## src/rtl/uart_tx_arbiter.sv

```systemverilog
// Round-robin, packet-locked arbiter sharing one UART transmitter byte port among NUM_REQ requesters.
// Optional: define UART_ARB_BURST_LIMIT_EN to force grant rotation after MAX_BURST bytes.
module uart_tx_arbiter #(
  parameter int NUM_REQ    = 4,
  parameter int DATA_WIDTH = 8,
  parameter int MAX_BURST  = 16,
  localparam int ID_W      = $clog2(NUM_REQ)
) (
  input  logic                          clk,
  input  logic                          rst,
  input  logic [NUM_REQ-1:0]            req_valid,
  input  logic [NUM_REQ*DATA_WIDTH-1:0] req_data,
  input  logic [NUM_REQ-1:0]            req_last,
  output logic [NUM_REQ-1:0]            req_ready,
  output logic [DATA_WIDTH-1:0]         tx_data,
  output logic                          tx_start,
  input  logic                          tx_busy,
  output logic [ID_W-1:0]               grant_id,
  output logic                          grant_active,
  output logic [2:0]                    state_dbg
);

  // Handshake: a byte moves on a cycle where req_valid[i] and req_ready[i] are both high;
  // ready is only ever offered to the owner, in SEND, while the transmitter is idle.
  typedef enum logic [2:0] {
    S_IDLE      = 3'd0,
    S_SEND      = 3'd1,
    S_START     = 3'd2,
    S_WAIT_ACK  = 3'd3,
    S_WAIT_DONE = 3'd4
  } state_t;

  state_t                state;
  logic [ID_W-1:0]       rr_ptr;
  logic                  last_q;
  logic [ID_W-1:0]       winner;
  logic [ID_W-1:0]       cand;
  logic                  found;
  logic                  hs;
  logic                  rel_grant;
  logic [DATA_WIDTH-1:0] sel_data;

  assign state_dbg = state;
  assign sel_data  = req_data[int'(grant_id)*DATA_WIDTH +: DATA_WIDTH];
  assign hs        = (state == S_SEND) && req_valid[grant_id] && !tx_busy;

  // Search starts just after the previous owner so every requester gets a turn.
  always_comb begin
    winner = '0;
    found  = 1'b0;
    cand   = '0;
    for (int k = 1; k <= NUM_REQ; k++) begin
      cand = ID_W'((int'(rr_ptr) + k) % NUM_REQ);
      if (!found && req_valid[cand]) begin
        found  = 1'b1;
        winner = cand;
      end
    end
  end

  always_comb begin
    req_ready = '0;
    if (state == S_SEND && !tx_busy) req_ready[grant_id] = req_valid[grant_id];
  end

`ifdef UART_ARB_BURST_LIMIT_EN
  localparam int CNT_W = $clog2(MAX_BURST + 1);
  logic [CNT_W-1:0] burst_cnt;
  assign rel_grant = last_q || (burst_cnt == CNT_W'(MAX_BURST));
`else
  assign rel_grant = last_q;
`endif

  always_ff @(posedge clk) begin
    if (rst) begin
      state        <= S_IDLE;
      tx_data      <= '0;
      tx_start     <= 1'b0;
      grant_id     <= '0;
      grant_active <= 1'b0;
      rr_ptr       <= ID_W'(NUM_REQ - 1);
      last_q       <= 1'b0;
`ifdef UART_ARB_BURST_LIMIT_EN
      burst_cnt    <= '0;
`endif
    end else begin
      tx_start <= 1'b0;
      case (state)
        S_IDLE: begin
          if (found && !tx_busy) begin
            grant_id     <= winner;
            grant_active <= 1'b1;
            state        <= S_SEND;
`ifdef UART_ARB_BURST_LIMIT_EN
            burst_cnt    <= '0;
`endif
          end
        end
        S_SEND: begin
          if (hs) begin
            tx_data  <= sel_data;
            last_q   <= req_last[grant_id];
            tx_start <= 1'b1;
            state    <= S_START;
`ifdef UART_ARB_BURST_LIMIT_EN
            burst_cnt <= burst_cnt + 1'b1;
`endif
          end
        end
        S_START: state <= S_WAIT_ACK;
        S_WAIT_ACK: begin
          if (tx_busy) state <= S_WAIT_DONE;
        end
        S_WAIT_DONE: begin
          if (!tx_busy) begin
            if (rel_grant) begin
              rr_ptr       <= grant_id;
              grant_active <= 1'b0;
              state        <= S_IDLE;
            end else begin
              state <= S_SEND;
            end
          end
        end
        default: state <= S_IDLE;
      endcase
    end
  end

endmodule

```

## config.mk

```make
export PLATFORM = sky130hd
export DESIGN_NAME = uart_tx_arbiter
export DESIGN_NICKNAME = d
export VERILOG_FILES = /design/src/rtl/uart_tx_arbiter.sv
export SDC_FILE = /design/constraint.sdc
export NUM_CORES = 1
export LEC_CHECK = 0
export ABC_AREA = 1
export ABC_CLOCK_PERIOD_IN_PS = 1950
export BUFFER_PORTS_ARGS = -buffer_cell sky130_fd_sc_hd__buf_2
export CAP_MARGIN = 20
export CORE_MARGIN = 5
export CORE_UTILIZATION = 35
export DETAILED_ROUTE_END_ITERATION = 7
export PLACE_DENSITY = 0.63
export SYNTH_ARGS = -nofsm -noshare
export SYNTH_HDL_FRONTEND = slang
export SYNTH_SLANG_ARGS = --single-unit
```

## constraint.sdc

```tcl
create_clock -name clk -period 1.95 [get_ports clk]
set_input_delay 0.195 -clock clk [delete_from_list [all_inputs] [get_ports clk]]
set_output_delay 0.195 -clock clk [all_outputs]
set_load 0.02 [all_outputs]
```

; ---- After elaboration in Yosys (flattened, before gate mapping)
; Cells that the tools add are included.
; W data, S select, Z words.
[totals]
inputBits = 43
output_inout_bits = 19
ff_bits = 18
word_cells = 84
[classes]
mux = 34
add_sub_neg = 4
bitwise = 3
n_reduce_logical = 20
shift = 1
eq_ne = 9
magnitude_cmp = 6
[ops]
columns = operator, n
row1 = $shiftx A32 B6 Y8, 1
row2 = $mux W1, 16
row3 = $lt A2 B3 Y1 const B, 5
row4 = $pmux W3 S5, 1
row5 = $bmux W1 S2, 6
row6 = $mux W3, 4
row7 = $ne A2 B2 Y1 const B, 5
row8 = $logic_and A1 B1 Y1, 8
row9 = $mux W2, 4
row10 = $reduce_and A4 Y1, 2
row11 = $eq A3 B2 Y1 const B, 2
row12 = $add A2 B1 Y2 const B, 2
row13 = $add A2 B2 Y2 const B, 2
row14 = $and A4 B4 Y4, 1
row15 = $logic_not A1 Y1, 4
row16 = $mux W4, 1
row17 = $reduce_and A2 Y1, 2
row18 = $eq A3 B1 Y1 const B, 1
row19 = $eq A3 B3 Y1 const B, 1
row20 = $logic_not A3 Y1, 1
row21 = $reduce_and A3 Y1, 1
row22 = $demux W1 S2, 1
row23 = $ge A2 B1 Y1 const B, 1
row24 = $not A1 Y1, 2
row25 = other kinds (3), 3

; ---- Depth between registers and ports, before layout
; Gate-level depths: netlist of run 1.
[logic_depth]
word_depth = 16
mapped_depth = 14
mapped_depth_nobuf = 13

; ---- Least setup slack after synthesis of run 1
; Ideal clock, no wire load.
[synth_timing]
path_kind = reg2out
startpoint = register grant_id[1]
endpoint = output port req_ready[2]
setup_slack_ns = 0.284
arrival_time_ns = 1.471
path_buffers = 0
stages_incl_launch_ff = 7
required_ns = 1.755
path_cell_list = dfxtp_1 > inv_2 > nor2_4 > a21oi_1 > nand2_2 > nand2_4 > nor3_1
[synth_between]
elab_chain_cells = 6
elab_cells_between_ends = 9
classes_between = order compare: 2 / mux: 5 / bitwise: 1 / reduce/logical: 1
[synth_rtl]
columns = element, line
row1 = start: declaration, 18  ; output logic [ID_W-1:0] grant_id,
row2 = start signal: assignment, 91  ; grant_id <= winner;
row3 = $lt A2 B3 Y1 (implied by the code) / $ge A2 B1 Y1 (equally long branches), 63  ; if (state == S_SEND && !tx_busy) req_ready[grant_id] = req_valid[grant_id];
row4 = $logic_and A1 B1 Y1 (implied by the code), 63
row5 = $mux W1 (implied by the code), 63
row6 = $demux W1 S2, 63
row7 = $and A4 B4 Y4 (no source line) *, n/a
row8 = $mux W4 *, 63
row9 = end: declaration, 14  ; output logic [NUM_REQ-1:0] req_ready,
; Every way passes the cells marked *; elsewhere a longest branch is shown, timed or not. The select of a mux whose other input is x is not followed.

; ---- Final worst setup path of run 1
[layout_timing]
startpoint = register grant_id[0]
endpoint = output port req_ready[3]
; Same word-level chain as after synthesis.

==> results of run 1 <==
==> routing by layer <==
metal | share of wire (%) | vias up | global-route usage, %
li1 | - | 771 | -
met1 | 45 | 605 | 18.2
met2 | 45 | 42 | 24.8
met3 | 8.6 | 2 | 4.07
met4 | 0.69 | 0 | 4.56
met5 | 0 | - | 0
==> through the flow <==
stage / total power, W / worst slack (ps) / instance area [µm²]
after floorplan: 0.000965 / 284 / 1220
after global placement: 0.00116 / 300 / 1560
after detailed placement: 0.00116 / 218 / 1560
after CTS: 0.00139 / 58.6 / 1600
after global routing: 0.00150 / 7.82 / 1610
final: 0.00138 / 137 / 1610
==> sequential cells by signal (all words and copies together) (netlist names) <==
| signal | cells |
|---|---|
| tx_data | 8 |
| state_dbg | 3 |
| grant_id | 2 |
| rr_ptr | 2 |
| grant_active | 1 |
| last_q | 1 |
| tx_start | 1 |
==> path summary, 6_finish.rpt <==
| check | startpoint | endpoint | cells past startpoint |
|---|---|---|---|
| min | rst | grant_active | 2 |
| max | grant_id[0] | req_ready[3] | 8 |
| min reg2reg | grant_active | grant_active | 2 |
| max reg2reg | rr_ptr[0] | grant_id[0] | 13 |
==> what timing repair did <==
item / CTS / global route
hold endpoints to repair: 0 / 0
gates resized for setup: 1 / 3
hold buffers: 0 / 0
cloned: 0 / 0
setup endpoints to repair: 4 / 4
pin swaps: 0 / 0
==> cell type report <==
class | instances | area, µm²
clock buffer | 4 | 36.3
fill | 395 | 1760
inverter | 24 | 95.1
multi-input combinational | 147 | 732
sequential | 18 | 363
tap | 46 | 57.6
timing repair buffer | 63 | 323
==> placed cells by master, fill, tap and decap left out, types with 2 or more instances in the layout <==
cell type  instances
buf_2             60
nand2_1           52
a21oi_1           22
nor2_1            20
inv_1             17
dfxtp_1           16
nand3_1            9
a221oi_1           9
o21ai_1            8
nand2_2            6
o21ai_0            6
inv_2              4
nand4_1            3
o211ai_1           3
clkbuf_4           3
buf_4              3
inv_4              2
nor3_1             2
dfxtp_2            2
==> logic make-up (layout without fill, tap and decap cells) <==
kind of cell	count (synthesis)	count (layout)	share of synthesized area (%)
buf+inv	30	91	11.0
compound gates	50	50	24.9
flops	18	18	29.5
simple gates	97	97	34.6
==> power by group <==
group / leakage (nW) / switching [W] / total, W / internal [W]
logic: 0.716 / 0.000400 / 0.000652 / 0.000252
registers: 0.148 / 0.0000653 / 0.000496 / 0.000431
clock network: 0.0210 / 0.000116 / 0.000230 / 0.000114
total: 0.885 / 0.000582 / 0.00138 / 0.000796
==> impl_metrics.csv, run 1 <==
group,metric,value,unit
worst_setup_path,critical_path_buf_inv_count,2,
routing,via_count,1420,
cts,cts_sinks,18,
synthesis,synthArstFlopShare,0,%
timing,slew_headroom,73.8,%
synthesis,synth_top_cell_area_share,29.5,%
cells_and_area,syn_to_final_growth,31.6,%
cts,clockBufferDepth,2,
die,core,3360,µm²
worst_setup_path,cpMostUsedCell,"nor2_1",
cells_and_area,antenna_cells,0,
cts,htreeDepth,1,
power_and_ir_drop,leakage,0.885,nW
cts,clk_pin_slew,100,ps
timing,setup_tns,0,ps
synthesis,yosysSeqAreaShare,29.5,%
worst_setup_path,cp.arrival,1620,ps
timing,skew,2.58,ps
worst_setup_path,cpLargestDelayFamily,"flip-flops",
die,start_util,36.3,%
global_route,grt_max_degree,19,
synthesis,yosysMostFrequentCell,"nand2_1",
die,rows,21,
timing,setup_viol,0,
cts,clockRootBuffer,"clkbuf_4",
timing,finalCriticalPeriod,1810,ps
routing,drt_pre_antenna_iters,4,
worst_setup_path,critPathMaxFanout,12,
routing,wl_per_cell,11.6,µm
cells_and_area,finish.cell_count_without_fillers,302,
global_route,grt_pass1_wl,5980,µm
synthesis,yosysTopAreaCell,"dfxtp_1",
placed_design,io_buffers,61,
routing,route.detailed.drc,0,
synthesis,synth-edff-count,0,
synthesis,yosysWarnings,0,
worst_setup_path,crit_path_start_kind,"register",
timing,period_share,93.0,%
synthesis,syn_nets,238,
placed_design,dp_hpwl,2820,µm
synthesis,netlist-cell-type-count,26,
run_status,outcome,"finished, final reports clean",
routing,dr.first_iter.drc_count,72,
global_route,grt_pass1_vias,1377,
synthesis,avgSynthCellArea,6.26,µm²
global_route,antenna_found_initial,0,
synthesis,synth_top_cells_by_area,"dfxtp_1 30%, nand2_1 16%, a21oi_1 9.0%",
placed_design,gp_congestion,0.787,
die,die_area,4770,µm²
worst_setup_path,cp_cell_sequence,"inv_2 > nand2_1 > nor2_1 > nor2_1 > nand2_2 > nand2_4 > nor2_1 > buf_2",
timing,hold_viol,0,
routing,ant_nets,0,
worst_setup_path,rrSetupSlack,310,ps
synthesis,ys.flop_type,"dfxtp_1",
worst_setup_path,worstSetupPathType,"reg -> out",
cells_and_area,layout.nets,300,
timing,fmax,551,MHz
worst_setup_path,cp-end-kind,"output port",
cells_and_area,post-route-util,47.8,%
worst_setup_path,cp_slowest_cell,"dfxtp_2",
timing,whs,130,ps
synthesis,synthTopCellsByCount,"52 x nand2_1, 22 x a21oi_1, 20 x nor2_1",
power_and_ir_drop,power_density,857,nW/µm²
cts,clk_latency,290,ps
routing,avgViaCountPerCell,4.70,
cts,cts_setup_buffers,0,
routing,wl,3500,µm
placed_design,placedCellCount,298,
die,io_pins,62,
synthesis,synth_cells,195,
global_route,grtUsageTotal,14.8,%
cts,tritoncts,"built",
job,cap_violations,0,
worst_hold_path,hold_path_class,"in -> reg",
cts,cts-buffers-inserted,3,
worst_setup_path,slowest_delay,500,ps
cells_and_area,drive_gt1_share,33.6,%
timing,rsz0062_at_grt,"no",
timing,worst-slew-pin-transition,392,ps
die,die_x,69.1,µm
power_and_ir_drop,peakVddDrop,403,µV
worst_setup_path,cp.required,1750,ps
global_route,grt_overflow,0,
synthesis,syn_area,1220,µm²
synthesis,ys_ff_latch,18,
die,die_h,69.1,µm
timing,slew_violations,0,
No activity file was read; power rests on OpenSTA's default activity.
==> run 2, diff against run 1 <==
Settings changed: HOLD_SLACK_MARGIN set to 0.15.
==> impl_metrics.csv, run 2 (same netlist as run 1, synthesis figures left out) <==
group,metric,value,unit
power_and_ir_drop,switchingPower,0.000582,W
power_and_ir_drop,p_total,0.00138,W
timing,skew,2.58,ps
job,cap_violations,0,
routing,dr.first_iter.drc_count,55,
die,core,3360,µm²
timing,slew_violations,0,
cts,clk_latency,290,ps
cells_and_area,fillCellCount,394,
worst_setup_path,worstSetupPathType,"reg -> out",
timing,hold_viol,0,
cts,cts-buffers-inserted,3,
global_route,grtUsageTotal,14.8,%
worst_setup_path,timing.rr.start,"rr_ptr[0]",
placed_design,gp_congestion,0.787,
cells_and_area,multi_input_area,732,µm²
power_and_ir_drop,peakVddDrop,403,µV
routing,wl_per_cell,11.6,µm
timing,finalCriticalPeriod,1810,ps
die,io_pins,62,
run_status,outcome,"finished, final reports clean",
cts,tritoncts,"built",
placed_design,io_buffers,61,
timing,setup_viol,0,
cells_and_area,largest_register,"tx_data",
timing,rsz0062_at_grt,"no",
timing,slew_headroom,73.8,%
power_and_ir_drop,power.share.switching,42.2,%
power_and_ir_drop,power_density,853,nW/µm²
cts,cts_sinks,18,
cts,htreeDepth,1,
cells_and_area,regArea,363,µm²
global_route,grt_max_degree,19,
die,start_util,36.3,%
cells_and_area,mostFrequentLayoutCell,"buf_2",
cells_and_area,layout.nets,301,
worst_setup_path,rr_endpoint,"grant_id[0]",
cells_and_area,post-route-util,48.1,%
worst_hold_path,holdPathStages,3,
cts,clockBufferDepth,2,
routing,drt_pre_antenna_iters,4,
cells_and_area,syn_to_final_growth,32.4,%
cells_and_area,largest_register_ffs,8,
placed_design,dp_hpwl,2820,µm
worst_setup_path,cp.arrival,1620,ps
cts,clockRootBuffer,"clkbuf_4",
routing,route.detailed.drc,0,
die,die_area,4770,µm²
routing,via_count,1427,
die,die_x,69.1,µm
power_and_ir_drop,p_clk_share,16.7,%
cells_and_area,most-common-layout-cells,"60 x buf_2, 52 x nand2_1, 22 x a21oi_1",
routing,ant_nets,0,
power_and_ir_drop,leakage,0.889,nW
power_and_ir_drop,comb_power_share,47.4,%
routing,wl,3500,µm
power_and_ir_drop,internal_power,0.000797,W
worst_hold_path,min_to,"tx_data[7]",
cts,clk_pin_slew,110,ps
power_and_ir_drop,share_seq_of_total_power,36.0,%
worst_setup_path,rr_worst_depth,13,
timing,worst-slew-pin-transition,392,ps
die,die_h,69.1,µm
die,rows,21,
worst_setup_path,rrSetupSlack,310,ps
worst_setup_path,critPathMaxFanout,12,
timing,setup_tns,0,ps
worst_setup_path,cp-end-kind,"output port",
routing,avgViaCountPerCell,4.71,
global_route,grt_overflow,0,
global_route,grt_pass1_wl,6000,µm
global_route,antenna_found_initial,0,
cells_and_area,antenna_cells,0,
worst_hold_path,hold_path_class,"in -> reg",
timing,period_share,93.0,%
worst_setup_path,crit_path_start_kind,"register",
worst_hold_path,min_from,"req_data[31]",
worst_setup_path,cp.required,1750,ps
cells_and_area,drive_gt1_share,33.5,%
global_route,grt_pass1_vias,1377,
timing,fmax,551,MHz
-- run 2: cell types whose count changed in the layout (fill, tap and decap cells not counted) --
cell and change:
dlygate4sd3_1 +1
-- run 2: area by class of cell --
cell class / instances / share of cell area, %
sequential: 18 / 22.4
tap: 46 / 3.56
multi-input combinational: 147 / 45.3
clock buffer: 4 / 2.24
inverter: 24 / 5.88
timing repair buffer: 64 / 20.6
-- run 2: metal layers --
layer / global-route usage [%] / up-vias / part of all wire (%)
li1: - / 773 / -
met1: 18.3 / 608 / 45
met2: 24.8 / 44 / 45
met3: 4.07 / 2 / 8.6
met4: 4.56 / 0 / 0.69
met5: 0 / - / 0
-- run 2: worst max path at each step --
stage,endpoint,startpoint,cells past startpoint
after floorplan,req_ready[2],grant_id[1],6
after global routing,req_ready[0],grant_id[0],8
after detailed placement,tx_data[3],grant_id[0],9
final,req_ready[3],grant_id[0],8
after global placement,tx_data[3],grant_id[0],9
after CTS,req_ready[2],grant_id[1],8
-- run 2: power groups by stage --
stage	registers, W	logic, W	clock network [W]
after floorplan	0.000554	0.000411	0
after global placement	0.000500	0.000658	0
after detailed placement	0.000500	0.000656	0
after CTS	0.000495	0.000661	0.000240
after global routing	0.000508	0.000740	0.000258
final	0.000496	0.000654	0.000230
-- run 2: what timing repair did --
action,in CTS,in global routing
endpoints found under the setup margin,4,4
resized for setup,1,3
hold buffers,1,0
buffers inserted,0,0
cloned,0,0
endpoints found under the hold margin,3,0
-- run 2: through the flow --
stage               hold WS [ps]  worst slack, ps  std cells  area, µm²
CTS                          175             58.6        303       1610
global placement             434              300        298       1560
floorplan                    264              284        195       1220
finish                       186              137        303       1620
global route                 182             7.82        303       1620
detailed placement           440              218        298       1560
-- run 2: critical path, cell delays in order (launching register included) --
cell     delay (ps)
dfxtp_2         500
inv_2           170
nand2_1         100
nor2_1           40
nor2_1          100
nand2_2          80
nand2_4         120
nor2_1           60
buf_2           160
==> run 3, diff against run 2 <==
Settings changed: CORE_UTILIZATION 35 to 45, PLACE_DENSITY 0.63 to 0.78.
==> impl_metrics.csv, run 3 (same netlist as run 1, synthesis figures left out) <==
group,metric,value,unit
run_status,outcome,"finished, final reports clean",
die,io_pins,62,
timing,slew_headroom,75.1,%
cells_and_area,fillCellCount,260,
routing,ant_nets,0,
timing,fmax,575,MHz
timing,skew,4.52,ps
cts,tritoncts,"built",
routing,dr.first_iter.drc_count,64,
timing,hold_viol,0,
placed_design,dp_hpwl,2810,µm
cells_and_area,antenna_cells,0,
worst_hold_path,hold_path_class,"in -> reg",
worst_setup_path,critPathMaxFanout,12,
cells_and_area,drive_gt1_share,33.8,%
timing,slew_violations,0,
routing,avgViaCountPerCell,5.16,
cells_and_area,mostFrequentLayoutCell,"buf_2",
global_route,grtUsageTotal,19.8,%
cts,htreeDepth,1,
power_and_ir_drop,power_density,874,nW/µm²
timing,setup_viol,0,
routing,via_count,1497,
worst_setup_path,cp-end-kind,"output port",
die,die_x,62.1,µm
job,cap_violations,0,
placed_design,gp_congestion,0.862,
routing,wl_per_cell,12.0,µm
worst_setup_path,crit_path_start_kind,"register",
power_and_ir_drop,p_total,0.00141,W
timing,rsz0062_at_grt,"no",
timing,worst-slew-pin-transition,370,ps
worst_setup_path,cp.required,1750,ps
global_route,grt_max_degree,19,
placed_design,io_buffers,61,
routing,wl,3480,µm
power_and_ir_drop,leakage,0.904,nW
die,core,2540,µm²
power_and_ir_drop,power.share.switching,42.2,%
routing,drt_pre_antenna_iters,5,
cts,clk_pin_slew,110,ps
timing,finalCriticalPeriod,1740,ps
worst_setup_path,cp.arrival,1540,ps
global_route,grt_pass1_vias,1379,
power_and_ir_drop,comb_power_share,48.6,%
cts,clockRootBuffer,"clkbuf_4",
die,start_util,48.0,%
cells_and_area,syn_to_final_growth,32.2,%
die,rows,18,
global_route,grt_pass1_wl,5750,µm
cts,clk_latency,290,ps
global_route,antenna_found_initial,0,
cts,cts-buffers-inserted,3,
power_and_ir_drop,switchingPower,0.000595,W
timing,period_share,89.1,%
cells_and_area,layout.nets,304,
die,die_h,62.1,µm
routing,route.detailed.drc,0,
power_and_ir_drop,peakVddDrop,606,µV
power_and_ir_drop,internal_power,0.000816,W
cells_and_area,most-common-layout-cells,"61 x buf_2, 52 x nand2_1, 22 x a21oi_1",
die,die_area,3860,µm²
timing,setup_tns,0,ps
cts,cts_sinks,18,
worst_setup_path,worstSetupPathType,"reg -> out",
cells_and_area,largest_register_ffs,8,
global_route,grt_overflow,0,
power_and_ir_drop,p_clk_share,16.4,%
power_and_ir_drop,share_seq_of_total_power,35.0,%
cells_and_area,largest_register,"tx_data",
cts,clockBufferDepth,2,
run 3: area by class of cell:
class	instances	area (µm²)	share of cell area, %
multi-input cells	147	727	45.0
flip-flops and latches	18	363	22.5
repair buffers	67	353	21.9
inverters	24	97.6	6.05
well taps	30	37.5	2.33
clock buffers	4	36.3	2.25
run 3: stage by stage:
stage          instance area, µm²  worst slack [ps]  cells  hold WS (ps)  utilization [%]
2_1_floorplan                1220               284    195           264                -
6_report                     1610               212    290           174             63.4
3_3_place_gp                 1540               337    282           458             60.5
5_1_grt                      1610              67.7    290           171             63.4
4_1_cts                      1590              21.2    287           166             62.4
3_5_place_dp                 1540               326    282           454             60.5
run 3: worst paths after layout:
check	depth (start not counted)	slack, ps	startpoint	end
worst max-delay path	8	210	grant_id[0]	req_ready[2]
worst min-delay path	3	170	req_data[29]	tx_data[5]
worst max register to register	11	300	rr_ptr[0]	grant_id[1]
worst min register to register	2	480	grant_active	grant_active
run 3: timing repair:
action | in CTS | in global routing
gates resized for setup | 1 | 2
cloned | 0 | 0
pin swaps | 0 | 1
endpoints found under the hold margin | 2 | 0
hold buffers | 1 | 0
buffers inserted | 0 | 3
setup endpoints to repair | 1 | 4
run 3: critical path, cell delays in order (launching register included):
cell,delay [ps]
dfxtp_2,400
inv_4,140
nand2_1,80
nor2_1,90
nor2_1,60
nand2_2,80
nand2_4,90
nor3_1,130
buf_2,190
run 3: layer usage:
| metal | global-route usage (%) | wire [µm] |
|---|---|---|
| met2 | 33.4 | 1640 |
| met4 | 6.06 | 30 |
| met3 | 4.13 | 271 |
| met1 | 25.2 | 1540 |
| met5 | 0 | 0 |
run 3: power groups by stage:
stage	Sequential, W	Clock (W)	Combinational, W
final	0.000495	0.000232	0.000685
after global routing	0.000506	0.000258	0.000770
after floorplan	0.000554	0	0.000411
after CTS	0.000492	0.000242	0.000666
after global placement	0.000497	0	0.000658
after detailed placement	0.000498	0	0.000662
